[config.mk]
export PLATFORM = sky130hd
export DESIGN_NAME = cnt_ctrl
export DESIGN_NICKNAME = d
export VERILOG_FILES = /design/src/rtl/cnt_ctrl_pkg.sv /design/src/rtl/cnt_ctrl_core.sv /design/src/rtl/cnt_ctrl.sv
export SDC_FILE = /design/constraint.sdc
export NUM_CORES = 1
export LEC_CHECK = 0
export ABC_AREA = 1
export BUFFER_PORTS_ARGS = -buffer_cell sky130_fd_sc_hd__buf_2
export CORE_UTILIZATION = 57
export CTS_BUF_LIST = sky130_fd_sc_hd__clkbuf_4 sky130_fd_sc_hd__clkbuf_8 sky130_fd_sc_hd__clkbuf_16
export DETAILED_ROUTE_END_ITERATION = 12
export GPL_ROUTABILITY_DRIVEN = 0
export PLACE_DENSITY = 0.83
export SLEW_MARGIN = 5
export SYNTH_ARGS = -nofsm -noshare
export SYNTH_HDL_FRONTEND = slang
export SYNTH_SLANG_ARGS = --single-unit
[constraint.sdc]
create_clock -name i_clk -period 2.6 [get_ports i_clk]
set_input_delay 0.39 -clock i_clk [delete_from_list [all_inputs] [get_ports i_clk]]
set_output_delay 0.39 -clock i_clk [all_outputs]
set_load 0.01 [all_outputs]
[src/rtl/cnt_ctrl_pkg.sv]
// Shared types and constants for the bounded counter sequencer.
// State encoding is fixed so waveform viewers and neighbours agree on values.
package cnt_ctrl_pkg;

    typedef enum logic [1:0] {
        ST_IDLE  = 2'd0,
        ST_RUN   = 2'd1,
        ST_PAUSE = 2'd2,
        ST_DONE  = 2'd3
    } state_t;

    localparam logic MODE_ONESHOT = 1'b0;
    localparam logic MODE_RELOAD  = 1'b1;

    localparam logic DIR_UP = 1'b0;
    localparam logic DIR_DN = 1'b1;

endpackage

[src/rtl/cnt_ctrl_core.sv]
// Loadable up/down counter with a terminal-value compare.
// Load beats enable; the controller never enables a step past the terminal.
import cnt_ctrl_pkg::*;

module cnt_core #(
    parameter int BW_CNT = 4
) (
    input  logic              clk,
    input  logic              rst,
    input  logic              load,
    input  logic [BW_CNT-1:0] load_val,
    input  logic              en,
    input  logic              dir,
    input  logic [BW_CNT-1:0] bound,
    output logic [BW_CNT-1:0] cnt,
    output logic              at_term
);

    always_ff @(posedge clk) begin
        if (rst) begin
            cnt <= '0;
        end else if (load) begin
            cnt <= load_val;
        end else if (en) begin
            if (dir == DIR_DN) cnt <= cnt - 1'b1;
            else               cnt <= cnt + 1'b1;
        end
    end

    assign at_term = (dir == DIR_DN) ? (cnt == '0) : (cnt == bound);

endmodule

[src/rtl/cnt_ctrl.sv]
// Sequencer for a bounded up/down counter: cfg handshake, run/pause/abort,
// terminal-count strobe and sticky one-shot completion flag.
import cnt_ctrl_pkg::*;

module cnt_ctrl #(
    parameter int BW_CNT = 4
) (
    input  logic              i_clk,
    input  logic              i_rst,
    input  logic              i_cfg_valid,
    output logic              o_cfg_ready,
    input  logic [BW_CNT-1:0] i_cfg_bound,
    input  logic              i_cfg_mode,
    input  logic              i_cfg_dir,
    input  logic              i_start,
    input  logic              i_pause,
    input  logic              i_abort,
    output logic [BW_CNT-1:0] o_cnt,
    output logic              o_tc,
    output logic              o_busy,
    output logic              o_done
);

    state_t            state;
    logic [BW_CNT-1:0] cfg_bound;
    logic              cfg_mode;
    logic              cfg_dir;
    logic              done;

    logic              idle_like;
    logic              accept;
    logic [BW_CNT-1:0] eff_bound;
    logic              eff_dir;
    logic [BW_CNT-1:0] start_val;
    logic              load;
    logic [BW_CNT-1:0] load_val;
    logic              en;
    logic              at_term;

    // Abort and reset outrank the handshake, so ready drops with them.
    always_comb begin
        idle_like   = (state == ST_IDLE) || (state == ST_DONE);
        o_cfg_ready = idle_like && !i_abort && !i_rst;
        accept      = i_cfg_valid && o_cfg_ready;
        eff_bound   = accept ? i_cfg_bound : cfg_bound;
        eff_dir     = accept ? i_cfg_dir : cfg_dir;
        start_val   = (eff_dir == DIR_DN) ? eff_bound : '0;
        o_tc        = (state == ST_RUN) && at_term && !i_pause;
    end

    always_comb begin
        load     = 1'b0;
        load_val = '0;
        en       = 1'b0;
        if (i_abort) begin
            load = 1'b1;
        end else if (idle_like) begin
            if (accept || i_start) begin
                load     = 1'b1;
                load_val = start_val;
            end
        end else if (o_tc) begin
            if (cfg_mode == MODE_RELOAD) begin
                load     = 1'b1;
                load_val = start_val;
            end
        end else if (state == ST_RUN && !i_pause) begin
            en = 1'b1;
        end
    end

    cnt_core #(
        .BW_CNT(BW_CNT)
    ) u_core (
        .clk      (i_clk),
        .rst      (i_rst),
        .load     (load),
        .load_val (load_val),
        .en       (en),
        .dir      (cfg_dir),
        .bound    (cfg_bound),
        .cnt      (o_cnt),
        .at_term  (at_term)
    );

    always_ff @(posedge i_clk) begin
        if (i_rst) begin
            state     <= ST_IDLE;
            cfg_bound <= '1;
            cfg_mode  <= MODE_RELOAD;
            cfg_dir   <= DIR_UP;
            done      <= 1'b0;
        end else if (i_abort) begin
            state <= ST_IDLE;
            done  <= 1'b0;
        end else begin
            unique case (state)
                ST_IDLE, ST_DONE: begin
                    if (accept) begin
                        cfg_bound <= i_cfg_bound;
                        cfg_mode  <= i_cfg_mode;
                        cfg_dir   <= i_cfg_dir;
                        done      <= 1'b0;
                        state     <= ST_IDLE;
                    end
                    if (i_start) begin
                        done  <= 1'b0;
                        state <= ST_RUN;
                    end
                end
                ST_RUN: begin
                    if (i_pause) begin
                        state <= ST_PAUSE;
                    end else if (at_term && cfg_mode == MODE_ONESHOT) begin
                        state <= ST_DONE;
                        done  <= 1'b1;
                    end
                end
                ST_PAUSE: begin
                    if (!i_pause) state <= ST_RUN;
                end
                default: state <= ST_IDLE;
            endcase
        end
    end

    assign o_busy = (state == ST_RUN) || (state == ST_PAUSE);
    assign o_done = done;

endmodule
# After elaboration in Yosys (flattened, before gate mapping)
# Index checks and enable logic that the tools add are counted.
# totals
ff_bits	13
inputBits	12
output_inout_bits	8
# classes
n_addsub	2
eq_ne	9
muxes	32
bitwise_logic	2
reduce_logical	23
# op_table
operator	count
2-to-1 mux 4 bit	10
2-to-1 mux 1 bit	15
2-to-1 mux 2 bit	5
logical AND 1 bit	7
case mux 2 bit (3 select lines)	1
AND reduction 3 bit	2
adder 4 x 1 -> 4 bit (second input constant)	1
equality test 2 bit (second input constant)	2
equality test 4 bit	1
logical NOT 4 bit	1
inequality test 2 bit (second input constant)	2
AND reduction 4 bit	1
nonzero test 2 bit	2
OR reduction 2 bit	2
subtractor 4 x 1 -> 4 bit (second input constant)	1
logical NOT 1 bit	3
logical OR 1 bit	3
inequality test 3 x 2 -> 1 bit (second input constant)	1
inequality test 3 bit (second input constant)	1
equality test 2 x 1 -> 1 bit (second input constant)	1
logical NOT 2 bit	1
inequality test 2 x 1 -> 1 bit (second input constant)	1
inverter 1 bit	2
case mux 1 bit (2 select lines)	1
AND reduction 2 bit	1

# Logic depth before layout (Yosys ltp)
# Gate-level depths: netlist of the first run.
# logic_depth
depth_word	12
ltp_mapped	12
ltp_nobuf	12

# By module
# Synthesis of the first run repeated with hierarchy kept, for this count alone.
# unflattened
hier_cells	146
area_unflattened_um2	991.0
# modules_own_cells
mod	n_inst	cells_per_inst	area_per_inst_um2
cnt_ctrl	1	89	605.6
cnt_core	1	57	385.4

# Least setup slack after synthesis of the first run
# Ideal clock, no wire load.
# synth_timing
kind	register -> register
start	reg state[0]
end	reg u_core.cnt[1]
setup_ns	0.115
arrival_ns	1.698
required_ns	2.485
path_slack_ns	0.787
stages_incl_launch_ff	13
n_path_buf	1
cell_sequence	dfxtp_1 inv_1 ha_1 inv_2 nor3_4 nand2_2 buf_2 o21ai_2 nor2_2 nand3_1 nand2_1 nor2_1 nor2_1
# synth_between
elab_chain_len	12
elab_cells_between_ends	29
classes_between	2 x eq/ne; 17 x mux; 10 x reduce/logical
# synth_lines
element	line	source
start: declaration	cnt_ctrl.sv:24	state_t state;
start signal: assignment	cnt_ctrl.sv:88	state <= ST_IDLE;
start signal: assignment	cnt_ctrl.sv:94	state <= ST_IDLE;
start signal: assignment	cnt_ctrl.sv:104	state <= ST_IDLE;
equality test 2 bit or logical NOT 2 bit (tied branches)	cnt_ctrl.sv:42	idle_like = (state == ST_IDLE) || (state == ST_DONE);
logical OR 1 bit *	cnt_ctrl.sv:42	
logical AND 1 bit * (2 in a row)	cnt_ctrl.sv:43	o_cfg_ready = idle_like && !i_abort && !i_rst;
net o_cfg_ready	cnt_ctrl.sv:11	output logic o_cfg_ready,
logical AND 1 bit *	cnt_ctrl.sv:44	accept = i_cfg_valid && o_cfg_ready;
2-to-1 mux 4 bit or 2-to-1 mux 1 bit (tied branches)	--	
2-to-1 mux 4 bit	cnt_ctrl.sv:47	start_val = (eff_dir == DIR_DN) ? eff_bound : '0;
2-to-1 mux 4 bit	cnt_ctrl.sv:63	if (cfg_mode == MODE_RELOAD) begin
2-to-1 mux 4 bit	cnt_ctrl.sv:62	end else if (o_tc) begin
2-to-1 mux 4 bit	cnt_ctrl.sv:57	end else if (idle_like) begin
2-to-1 mux 4 bit	cnt_ctrl.sv:55	if (i_abort) begin
2-to-1 mux 4 bit	cnt_ctrl_core.sv:22	end else if (load) begin
end signal: assignment	cnt_ctrl_core.sv:23	cnt <= load_val;
end signal: assignment	cnt_ctrl_core.sv:25	if (dir == DIR_DN) cnt <= cnt - 1'b1;
end signal: assignment	cnt_ctrl_core.sv:26	else cnt <= cnt + 1'b1;
end: declaration	cnt_ctrl_core.sv:15	output logic [BW_CNT-1:0] cnt,
# Mark *: on every way through the listed nets, which the timed path passes. The rest lies on a longest branch.
# A chain may end at the register's enable or synchronous reset.

# Final worst setup path of the first run
# layout_timing
start	reg state[0]
end	reg u_core.cnt[1]
# layout_between
elab_chain_len	12
elab_cells_between_ends	29
classes_between	2 x eq/ne; 17 x mux; 10 x reduce/logical
# layout_lines
element	line
equality test 2 bit or logical NOT 2 bit (tied branches)	cnt_ctrl.sv:42
logical OR 1 bit	cnt_ctrl.sv:42
logical AND 1 bit (2 in a row)	cnt_ctrl.sv:43
logical AND 1 bit	cnt_ctrl.sv:44
2-to-1 mux 4 bit or 2-to-1 mux 1 bit (tied branches)	--
2-to-1 mux 4 bit	cnt_ctrl.sv:47
2-to-1 mux 4 bit	cnt_ctrl.sv:63
2-to-1 mux 4 bit	cnt_ctrl.sv:62
2-to-1 mux 4 bit	cnt_ctrl.sv:57
2-to-1 mux 4 bit	cnt_ctrl.sv:55
2-to-1 mux 4 bit	cnt_ctrl_core.sv:22
# Several ways; a longest one is shown, not always the timed one.

==> run summary, run 1 <==
The yosys synthesis warning count was 0; the combinational share of power was 0.303. The worst setup path is launched from a flip-flop. The worst slack on hold paths was 0.323 ns; the normalized max-slew margin was 0.830.

The fraction of the yosys area taken by sequential cells came out at 0.279. The synthesized design spends more area on one cell type than any other, namely sky130_fd_sc_hd__dfxtp_1. Detailed routing placed a total of 960 um of wire on met2.

The logs give 491 MHz for the top achievable clock speed and 933 sq um for the post-synthesis cell area. TritonCTS built the clock tree. The tools report the number of global-route vias before repair as 863. Post-detailed-route DRC marker count: 0. The tools report the maximum clock insertion buffer count as 2.

The layout net count is 174, and the number of port buffers is 19. The fraction of final layout cells sized beyond drive strength 1 was 0.245; the count of flip-flops with a built-in enable after synthesis was 0. The number of antenna diodes in the final layout is 0. The critical path is of the flip-flop to flip-flop type. The number of synthesized register bits works out to 13. The most common cell in the synthesized netlist is sky130_fd_sc_hd__nand2_1. Along the worst path, the maximum fanout reaches 13.

For this block, the initial DRC count from the detailed router was 38. Entering global routing, the biggest net connects 14 pins. Number of standard-cell rows in the floorplan: 14. STA puts the critical path data arrival time at 2.22 ns. In the routed layout, each cell is associated on average with a via count of 5.43. The layout overhead on the synthesized area came out at 13.8%. The share of total power in the clock network is 0.273. The tools report the number of pins exceeding their max-slew limit in the final report as 0.

The worst setup path is captured at a flip-flop. Async set-or-reset flop fraction in the synthesized netlist: 0. The run gives 27 as the number of library cell types mapped by synthesis. The number of levels in the clock H-tree was 1.

At the pin with the least slew margin, the transition time is 0.255 ns. Clock tree synthesis inserted a total of 3 buffers. The die is 42.5 um tall. The effective utilization at floorplan came out at 0.612. The global-route wire length before repair was 3570 um; the routed via count was 929.

Dividing the detail-routed wire length by the instance count gives 12.1 um. The analysis attributes to net switching a power of 195 uW. For this design the top-level I/O count stands at 20. The hold violation total from the final report was 0; the post-cts repair resize count was 0. The average size of a mapped cell came out at 6.97 sq um. The tools report the clock tree root buffer cell as sky130_fd_sc_hd__clkbuf_4. For the final database, setup skew stands at 0.00849 ns. After detailed routing, the wire length on met1 is 1000 um. For this run, the detailed router's first-pass iteration total came to 4. The core region is 0.00152 sq mm.

For this design, the sink count on the clock tree is 13. The tools report the number of antenna violations at the first check in global routing as 0. VDD sags by at most 0.338 mV. With fillers left out, the area of the finished cells amounts to 0.00106 sq mm. By area the synthesized netlist is led by sky130_fd_sc_hd__dfxtp_1, sky130_fd_sc_hd__nand2_1, sky130_fd_sc_hd__inv_1. The logs give 0.424 for the sequential share of power and 542 uW for the total power after layout. The clock latency on the worst-skew pair was 0.29 ns; the required time of the critical path was 2.78 ns. The die covers 0.00180 sq mm.

Clock-pin slew was measured on the worst setup and hold paths at 0.09 ns. Detailed placement ended at an HPWL of 1620 um. Final critical delay including setup and external delays: 2.04 ns. In this run the remaining antenna-violating nets after routing total 0.

The total negative setup slack came out at 0 ns. The final clock period utilization by the worst path was 0.784; the fraction of power spent switching nets was 0.360. After detailed routing, no signal wire sits above met4.

The overall die width is 42.5 um. The run finished with clean final reports. In this run, post-CTS hold repair placed 0 buffers. The top flip-flop cell by instance count after synthesis is sky130_fd_sc_hd__dfxtp_1. The tools report the routed wire length as 2070 um. The internal power of the cells totals 347 uW. The fraction of synthesized cell area taken by the top area cell type is 0.279.

Setup repair after global routing left no endpoint under its margin. The commonest cells after synthesis are sky130_fd_sc_hd__nand2_1, sky130_fd_sc_hd__inv_1, sky130_fd_sc_hd__nor2_1, sky130_fd_sc_hd__dfxtp_1, sky130_fd_sc_hd__nand3_1. For the post-synthesis instance total, the log shows 134. The tools report the setup-violating endpoint count in the final report as 0. Across the run, the number of max-cap violations was 0. The tools report the combined global-route utilization of all metal layers as 0.261. The min-delay analysis places its worst path in the category input port to flip-flop.

The wire length on met3 was 64 um. Dividing total power by cell area gives a power density of 510 mW/mm^2. For the worst-case register-to-register setup slack, the log shows 0.56 ns. Post-CTS timing repair inserted 0 buffers for setup.

The remaining global-route overflow came out at 0. The area after detailed placement was 0.00103 sq mm; the leakage power total was 0.548 nW. The run gives 152 as the number of nets in the synthesized netlist.
## power groups by stage
stage	combinational [mW]	clock [mW]	sequential, mW
6_report	0.164	0.148	0.230
5_1_grt	0.188	0.154	0.232
4_1_cts	0.165	0.148	0.230
3_5_place_dp	0.163	0	0.235
3_3_place_gp	0.159	0	0.234
2_1_floorplan	0.120	0	0.233
## layer usage
layer | up-vias | track usage
li1 | 478 | -
met2 | 22 | 0.443
met1 | 424 | 0.332
met4 | 0 | 0.113
met3 | 5 | 0.0259
met5 | - | 0
## final timing paths
check	depth (start not counted)	end	startpoint
max	10	u_core.cnt[1]	state[0]
min	3	cfg_mode	i_cfg_mode
max reg2reg	10	u_core.cnt[1]	state[0]
min reg2reg	2	state[0]	state[0]
## worst max-delay path, stage by stage (launching register included)
cell and delay (ns):
sky130_fd_sc_hd__dfxtp_1 0.37, sky130_fd_sc_hd__inv_1 0.07, sky130_fd_sc_hd__ha_1 0.35, sky130_fd_sc_hd__inv_2 0.11, sky130_fd_sc_hd__nor3_4 0.05, sky130_fd_sc_hd__nand2_2 0.21
sky130_fd_sc_hd__nand2_1 0.10, sky130_fd_sc_hd__nand2_1 0.22, sky130_fd_sc_hd__nand4_2 0.20, sky130_fd_sc_hd__o21bai_1 0.20, sky130_fd_sc_hd__nor2_1 0.07
## sequential cells by signal, summed over array words and instances, names as in the netlist
name and cells:
cfg_dir 1, cfg_mode 1, cfg_bound 4, o_done 1, u_core.cnt 4, state 2
## cells in the final DEF, fill, tap and decap left out, drive strengths merged
master / count
a21oi: 11
buf: 19
clkbuf: 4
dfxtp: 13
fa: 1
ha: 5
inv: 19
nand2: 26
nand3: 12
nand4: 6
nor2: 19
nor3: 5
o21a: 1
o21ai: 5
o21bai: 2
or2: 3
xnor2: 3
xor2: 1
## cell families (layout without fill, tap and decap cells)
group	count (synthesis)	in the layout	share of synthesized area
AND/OR/NAND/NOR	71	71	0.383
buffers and inverters	21	42	0.0938
AO/OA/AOI/OAI	19	19	0.118
flip-flops	13	13	0.279
adder cells (fa/ha/maj)	6	6	0.0885
XOR/XNOR	4	4	0.0375
## cell type report
cell class / count / area, sq um
clock buffer: 4 / 30.0
fill: 135 / 462
inverter: 19 / 71.3
multi-input combinational: 100 / 586
sequential: 13 / 260
tap: 16 / 20.0
timing repair buffer: 19 / 95.1
## per-stage QoR
step	instances	setup WS, ns	util
CTS	171	0.570	0.697
detailed placement	167	0.598	0.677
floorplan	134	0.787	-
finish	171	0.562	0.697
global route	171	0.330	0.697
global placement	167	0.697	0.677
Power figures use the tool's default switching activity.
==> inputs of run 2 (changes only) <==
CORE_ASPECT_RATIO = 1.5   (was unset)
CORE_UTILIZATION = 47   (was 57)
PLACE_DENSITY = 0.73   (was 0.83)
clock period = 1.7 ns   (was 2.6 ns; I/O delays follow)
==> run 2 against run 1 <==
  * The flow now finishes with violations (negative setup slack)
  * Final cell count rose by 12%
  * Wire length rose by 22%
  * Register-to-register slack got worse by 0.64 ns
  * First-iteration DRC count fell by 45%
  * Non-clock buffer count rose by 16
  * Clock skew fell by 0.0075 ns
  * Global-route usage rose by 0.51 points
  * Combinational power rose by 120%
  * Sequential cell count did not move
==> run summary, run 2 (synthesis results as in run 1) <==
The tools report the net switching component of the power as 330 uW (+69%). The logs give 0 (unchanged) for the number of max-cap violations and 0.0277 (+0.00181) for the met3 track demand over resource. Total clock buffers created by CTS: 3 (unchanged).

The tools report the worst slack on hold paths as 0.207 ns (-0.115 ns). Number of iterations in the first detailed-routing pass: 4 (unchanged). The per-cell routed wire length is 13.2 um (+9.0%).

The run gives -0.08 ns (-0.64 ns) as the worst-case register-to-register setup slack. The normalized max-slew margin was 0.849 (+0.0188); the clock skew after layout was 0.00102 ns (-0.00747 ns). The average via count per standard cell was 5.33 (-1.8%); the total power after layout was 902 uW (+66%). The number of pins exceeding their max-slew limit in the final report is 0 (unchanged).

The final design instance area without fill came out at 0.00129 sq mm (+22%). Clock tree synthesis selected as its root buffer the cell sky130_fd_sc_hd__clkbuf_4. The post-detailed-route DRC marker count is 0 (unchanged), and the leakage power total is 0.646 nW (+18%).

For the effective utilization at floorplan, the log shows 0.503 (-0.109). The clock latency on the worst-skew pair is 0.29 ns (about the same). The worst setup path is launched from a flip-flop. The number of cells on the worst reg-to-reg path was 12 (+2).

The area growth from synthesis to layout is 38.3%. The cell depth of the worst min-delay path came out at 3 (unchanged). The run gives -0.0781 ns (-0.640 ns) as the least setup slack across all paths after layout. The number of levels in the clock H-tree was 1 (unchanged); the floorplan die height was 56.6 um (+33%). Worst endpoint data arrival time: 2.00 ns (-0.22 ns). The maximum fanout encountered on the critical timing path came out at 6 (-7). The logs give 183 (+9.6%) for the post-placement cell count and 171 (+27%) for the fill cell total of the finished layout. The setup-violating endpoint count in the final report was 5 (+5). The run gives 13 (unchanged) as the clock sink count.

The floorplan die area came out at 0.00217 sq mm (+20%). The sequential share of power was 0.387 (-0.037); the met1 track utilization from global routing was 0.272 (-0.0604). TritonCTS built the clock tree.

In this run the worst hold path is classified as input port to flip-flop. The power density over the cells came out at 698 mW/mm^2 (+37%). The critical path starts at state[0].

For the largest net degree at the start of global routing, the log shows 10 (-4). For the global-route wire length before repair, the log shows 4120 um (+15%). In this run the critical register-to-register path is captured at u_core.cnt[0].

The hold violation total from the final report was 0 (unchanged); the maximum clock insertion buffer count was 2 (unchanged). The number of ports placed on the die boundary was 20 (unchanged). After global routing, the most crowded layer is met2. The worst hold path endpoint was cfg_mode. Leaving out fill and tap cells, the most frequent cells in the layout are sky130_fd_sc_hd__nand2_1, sky130_fd_sc_hd__buf_2, sky130_fd_sc_hd__buf_4.

The transition time at the pin with the least slew margin works out to 0.226 ns (-0.0287 ns). The critical path goes through inv_2 -> ha_4 -> inv_4 -> nor3_4 -> nand2_4 -> a21oi_4 -> nand3_4 -> nand2_4 -> nand3_1 -> nand2_1 -> inv_1 -> nor2_1. The run gives 0.489 (+0.0460) as the global-route track usage on met2. The cell with the largest stage delay on the worst path was sky130_fd_sc_hd__dfxtp_2. The overall die width came out at 38.4 um (-9.6%).

The share of total power in the clock network is 0.219 (-0.054), and the number of standard-cell rows in the floorplan is 19 (+5). For the combinational share of power, the log shows 0.394 (+0.091). The worst setup path is captured at a flip-flop.

The fraction of final layout cells sized beyond drive strength 1 came out at 0.427 (+0.182). The kind of critical path was flip-flop to flip-flop. The final critical delay including setup and external delays was 1.78 ns (-0.260 ns). The largest registers in the layout are cfg_bound (4), u_core.cnt (4), state (2). The run finished, with violations left. Leaving out fill and tap cells, the most frequent cell in the layout is sky130_fd_sc_hd__nand2_1.

Most frequent cell on the critical path: sky130_fd_sc_hd__nand2_4. For the internal cell power, the log shows 571 uW (+65%). The layout net count was 190 (+9.2%). The clock slew seen by the registers of the worst setup and hold paths is 0.08 ns (about the same), and the final clock period utilization by the worst path is 1.05 (+0.262). The detailed router's first-iteration violation count is 21 (-45%).

The top achievable clock speed came out at 562 MHz (+15%). The number of global-route vias before repair came out at 985 (+14%). The combined global-route utilization of all metal layers came out at 0.266 (+0.00508).

The largest stage delay on the critical path is 0.34 ns (-0.03 ns), and the worst ir drop on vdd is 0.629 mV (+86%). The required time of the critical path was 1.93 ns (-0.85 ns). The area after detailed placement is 0.00116 sq mm (+12%). The sum of net half-perimeters after detailed placement was 2010 um (+24%). The placeable core region was 0.00185 sq mm (+22%); the routed via count was 1024 (+10%).

The number of port buffers was 19 (unchanged); the antenna diode instance count was 0 (unchanged). The tools report the routed wire length as 2530 um (+22%). The remaining global-route overflow came out at 0 (unchanged). The residual antenna-violating net count after detailed routing came out at 0 (unchanged).

The tools report the startpoint of the worst register-to-register path as state[0]. The number of antenna violations at the first check in global routing was 0 (unchanged); the number of non-filler instances in the completed layout was 192 (+12%). The fraction of power spent switching nets was 0.366 (+0.00662). Setup repair after global routing could not meet its margin everywhere. The checks that failed: negative setup slack. Critical hold path startpoint: i_cfg_mode.
==> run 2: changes by cell type in the layout (fill, tap and decap cells not counted), sizes merged <==
cell / previous run / this run
buf: 19 / 35
clkbuf: 4 / 3
clkinv: 0 / 1
==> run 2: per-layer routing <==
layer,vias up,share of wire
li1,511,-
met1,478,0.37
met2,28,0.57
met3,7,0.027
met4,0,0.030
met5,-,0
==> run 2: worst max-delay path, delay by kind of cell (launching register included) <==
| family | cells | cell delay, ns |
|---|---|---|
| buffers and inverters | 3 | 0.14 |
| adders and majority gates | 1 | 0.27 |
| AOI/OAI and AO/OA | 1 | 0.15 |
| DFF | 1 | 0.34 |
| and+or+nand+nor | 7 | 0.81 |
==> run 2: metrics by stage <==
step            util  setup WS [ns]  setup TNS [ns]
6_report       0.696        -0.0781          -0.188
5_1_grt        0.696         -0.228           -1.33
4_1_cts        0.650        -0.0718          -0.279
3_5_place_dp   0.623        -0.0798          -0.384
3_3_place_gp   0.623        -0.0511          -0.147
2_1_floorplan      -        -0.0652          -0.275
==> run 2: layout make-up <==
class	instances	area (sq um)	area share
clock buffers	3	22.5	0.0174
multi-input cells	100	674	0.522
inverters	19	73.8	0.0572
repair buffers	35	221	0.172
well taps	21	26.3	0.0203
clock inverters	1	5.00	0.00388
flip-flops and latches	13	268	0.207
==> run 2: timing repair <==
item / 4_1_cts / 5_1_grt
setup endpoints to repair: 7 / 12
pin swaps: 6 / 4
resized for setup: 6 / 16
endpoints found under the hold margin: 0 / 0
buffers inserted: 2 / 3
hold buffers: 0 / 0
==> run 2: worst max-delay path by stage <==
stage               endpoint  cells past startpoint
2_1_floorplan  u_core.cnt[1]                     11
3_3_place_gp   u_core.cnt[1]                     12
3_5_place_dp   u_core.cnt[1]                     12
4_1_cts        u_core.cnt[1]                     12
5_1_grt        u_core.cnt[0]                     12
6_report       u_core.cnt[0]                     12
==> run 2: power by group through the flow <==
stage	Sequential [mW]	Clock (mW)	Combinational, mW
6_report	0.349	0.198	0.355
5_1_grt	0.352	0.216	0.393
4_1_cts	0.348	0.204	0.325
3_5_place_dp	0.354	0	0.317
3_3_place_gp	0.354	0	0.309
2_1_floorplan	0.359	0	0.202
==> inputs of run 3 (changes only) <==
CORE_UTILIZATION = 46   (was 47)
PLACE_DENSITY = 0.72   (was 0.73)
==> run 3 against run 2 <==
  * The flow still finishes with violations (negative setup slack)
  * Worst setup slack got worse by 0.039 ns
  * First-iteration DRC count down 9.5%
  * Non-clock buffer count did not move
  * Register-to-register slack lost 0.04 ns
  * Sequential cell count unchanged
  * Global-route usage down 2.8 points
  * Clock-buffer cell count increased by 1
  * Total power is 4.0% higher
  * Sequential share of layout area is 0.85 points lower
  * Largest cell class unchanged
  * Highest routed layer unchanged
==> run summary, run 3 (synthesis results as in run 1) <==
The sequential share of power was 0.376 (-0.011); the number of levels in the clock H-tree was 1 (unchanged). The remaining global-route overflow was 0 (unchanged); the per-cell routed wire length was 12.9 um (-2.0%). Leakage power total: 0.650 nW (+0.74%). The required time of the critical path was 1.93 ns (about the same). The floorplan die height is 57.2 um (+1.0%), and the clock latency on the worst-skew pair is 0.29 ns (about the same). The net switching component of the power was 343 uW (+3.8%). Number of port buffers: 19 (unchanged). The run gives 0.00744 ns (+0.00642 ns) as the clock skew after layout.

The critical path in this run is classified as flip-flop to flip-flop. TritonCTS built the clock tree. The placeable core region is 0.00188 sq mm (+1.3%). For the post-placement cell count, the log shows 184 (+0.55%). The share of the core filled with cells is 0.707 (+0.0105).

The number of iterations in the first detailed-routing pass was 4 (unchanged); the largest net degree at the start of global routing was 10 (unchanged). For hold timing, the worst endpoint is cfg_mode. The fraction of power spent switching nets was 0.365 (-0.000805). Final critical delay including setup and external delays: 1.82 ns (+0.0393 ns). The tree is rooted in a sky130_fd_sc_hd__clkbuf_4.

For the clock sink count, the log shows 13 (unchanged). The final clock period utilization by the worst path works out to 1.07 (+0.0231). The logs give 2480 um (-2.0%) for the routed wire length and 0 (unchanged) for the number of antenna violations at the first check in global routing. The run gives 8 (+3) as the setup-violating endpoint count in the final report. The run gives 0 (unchanged) as the number of pins exceeding their max-slew limit in the final report. The number of ports placed on the die boundary came out at 20 (unchanged). The run gives 0 (unchanged) as the post-detailed-route DRC marker count. Routed via count: 1005 (-1.9%). The tools report the global-route wire length before repair as 3800 um (-7.9%).

The number of global-route vias before repair is 937 (-4.9%), and the worst-case register-to-register setup slack is -0.12 ns (-0.04 ns). For the combined global-route utilization of all metal layers, the log shows 0.238 (-0.0283). The worst setup path is captured at a flip-flop.

The layout overhead on the synthesized area was 42.2%; the number of cells on the worst reg-to-reg path was 12 (unchanged). For the worst ir drop on vdd, the log shows 0.585 mV (-7.0%). The average via count per standard cell was 5.23 (-1.9%).

For the detailed router's first-iteration violation count, the log shows 19 (-9.5%). The normalized max-slew margin came out at 0.850 (+0.00106). The run gives 0 (unchanged) as the number of max-cap violations. The tools report the combinational share of power as 0.388 (-0.006). The run gives 0.497 (-0.00637) as the effective utilization at floorplan.

The power density over the cells was 707 mW/mm^2 (+1.2%). The worst setup path is launched from a flip-flop. The share of total power in the clock network was 0.236 (+0.017).

The least setup slack across all paths after layout is -0.117 ns (-0.0393 ns). The flow ran to the end, but the final reports show violations. The fraction of final layout cells sized beyond drive strength 1 came out at 0.427 (unchanged). Number of standard-cell rows in the floorplan: 19 (unchanged).

The slowest stage of the critical path is the sky130_fd_sc_hd__dfxtp_2 cell. The tools report the critical hold path startpoint as i_cfg_mode. Fill cell total of the finished layout: 165 (-3.5%). The worst hold path belongs to the class input port to flip-flop. The tools report the post-cts hold buffer count as 0 (unchanged).

The logs give 192 (unchanged) for the number of non-filler instances in the completed layout and 2.05 ns (+0.05 ns) for the worst endpoint data arrival time. For the hold violation total from the final report, the log shows 0 (unchanged). The cell depth of the worst min-delay path is 3 (unchanged). The total power after layout is 938 uW (+4.0%). The critical path goes through inv_2 -> ha_4 -> inv_4 -> nor3_4 -> nand2_4 -> a21oi_4 -> nand3_4 -> nand2_4 -> nand3_1 -> nand2_1 -> nand2_1 -> nor2_2.

The total negative setup slack is -0.516 ns (-0.328 ns). The worst register-to-register path ends at u_core.cnt[2]. Startpoint of the worst register-to-register path: state[0]. The transition time at the pin with the least slew margin is 0.224 ns (-0.00237 ns), and the sum of net half-perimeters after detailed placement is 1810 um (-10%). The largest stage delay on the critical path came out at 0.34 ns (about the same).

The total clock buffers created by CTS was 3 (unchanged); the clock slew seen by the registers of the worst setup and hold paths was 0.09 ns (about the same). The overall die width is 38.8 um (+1.0%). The residual antenna-violating net count after detailed routing came out at 0 (unchanged).

In the final layout, the registers with the most flip-flops are cfg_bound (4), u_core.cnt (4), state (2). In the layout the commonest cells are sky130_fd_sc_hd__nand2_1, sky130_fd_sc_hd__buf_2, sky130_fd_sc_hd__inv_1. Setup repair after global routing could not meet its margin everywhere. The floorplan die area was 0.00222 sq mm (+2.1%); the maximum clock insertion buffer count was 2 (unchanged). The top achievable clock speed came out at 550 MHz (-2.2%). Leaving out fill and tap cells, the most frequent cell in the layout is sky130_fd_sc_hd__nand2_1. The antenna diode instance count was 0 (unchanged); the final design instance area without fill was 0.00133 sq mm (+2.8%).

The layout net count is 190 (unchanged), and the maximum fanout encountered on the critical timing path is 8 (+2). Area after detailed placement: 0.00116 sq mm (+0.65%). The run gives 595 uW (+4.2%) as the internal cell power. The checks that failed: negative setup slack.
[run 3: cell types whose count changed in the layout (fill, tap and decap cells not counted), sizes merged]
cell / change
clkinv: -1
clkbuf: +1
[run 3: through the flow]
step	setup slack, ns	hold slack [ns]
6_report	-0.117	0.183
2_1_floorplan	-0.0652	0.386
3_5_place_dp	-0.0974	0.484
4_1_cts	-0.101	0.174
3_3_place_gp	-0.0503	0.471
5_1_grt	-0.218	0.217
[run 3: worst max path at each step]
stage                          to     start
floorplan           u_core.cnt[1]  state[0]
global placement    u_core.cnt[2]  state[0]
detailed placement  u_core.cnt[1]  state[0]
CTS                 u_core.cnt[3]  state[0]
global route        u_core.cnt[3]  state[0]
finish              u_core.cnt[2]  state[0]
[run 3: repair_timing]
action	CTS	global route
setup buffers	2	3
gates resized for setup	3	24
setup endpoints to repair	11	12
pin swaps	7	16
[run 3: worst max-delay path, delay by kind of cell (launching register included)]
| family | cells | cell delay (ns) |
|---|---|---|
| buf+inv | 2 | 0.09 |
| simple gates | 8 | 0.90 |
| compound gates | 1 | 0.15 |
| flops | 1 | 0.34 |
| fa+ha+maj | 1 | 0.27 |
[run 3: power by group through the flow]
| stage | sequential [mW] | clock (mW) | combinational (mW) |
|---|---|---|---|
| finish | 0.353 | 0.222 | 0.364 |
| floorplan | 0.359 | 0 | 0.202 |
| global placement | 0.357 | 0 | 0.302 |
| CTS | 0.351 | 0.229 | 0.318 |
| global route | 0.355 | 0.239 | 0.398 |
| detailed placement | 0.358 | 0 | 0.310 |
[run 3: metal layers]
| metal | up-vias | GRT usage | wire [um] |
|---|---|---|---|
| li1 | 510 | - | - |
| met5 | - | 0 | 0 |
| met2 | 25 | 0.431 | 1380 |
| met4 | 0 | 0.103 | 74 |
| met1 | 464 | 0.259 | 957 |
| met3 | 6 | 0.0272 | 67 |
[run 3: layout make-up]
cell class,instances,area [sq um],area share
Timing Repair Buffer,35,229,0.172
Tap cell,21,26.3,0.0198
Sequential cell,13,264,0.199
Inverter,19,73.8,0.0556
Clock buffer,4,30.0,0.0226
Multi-Input combinational cell,100,704,0.531
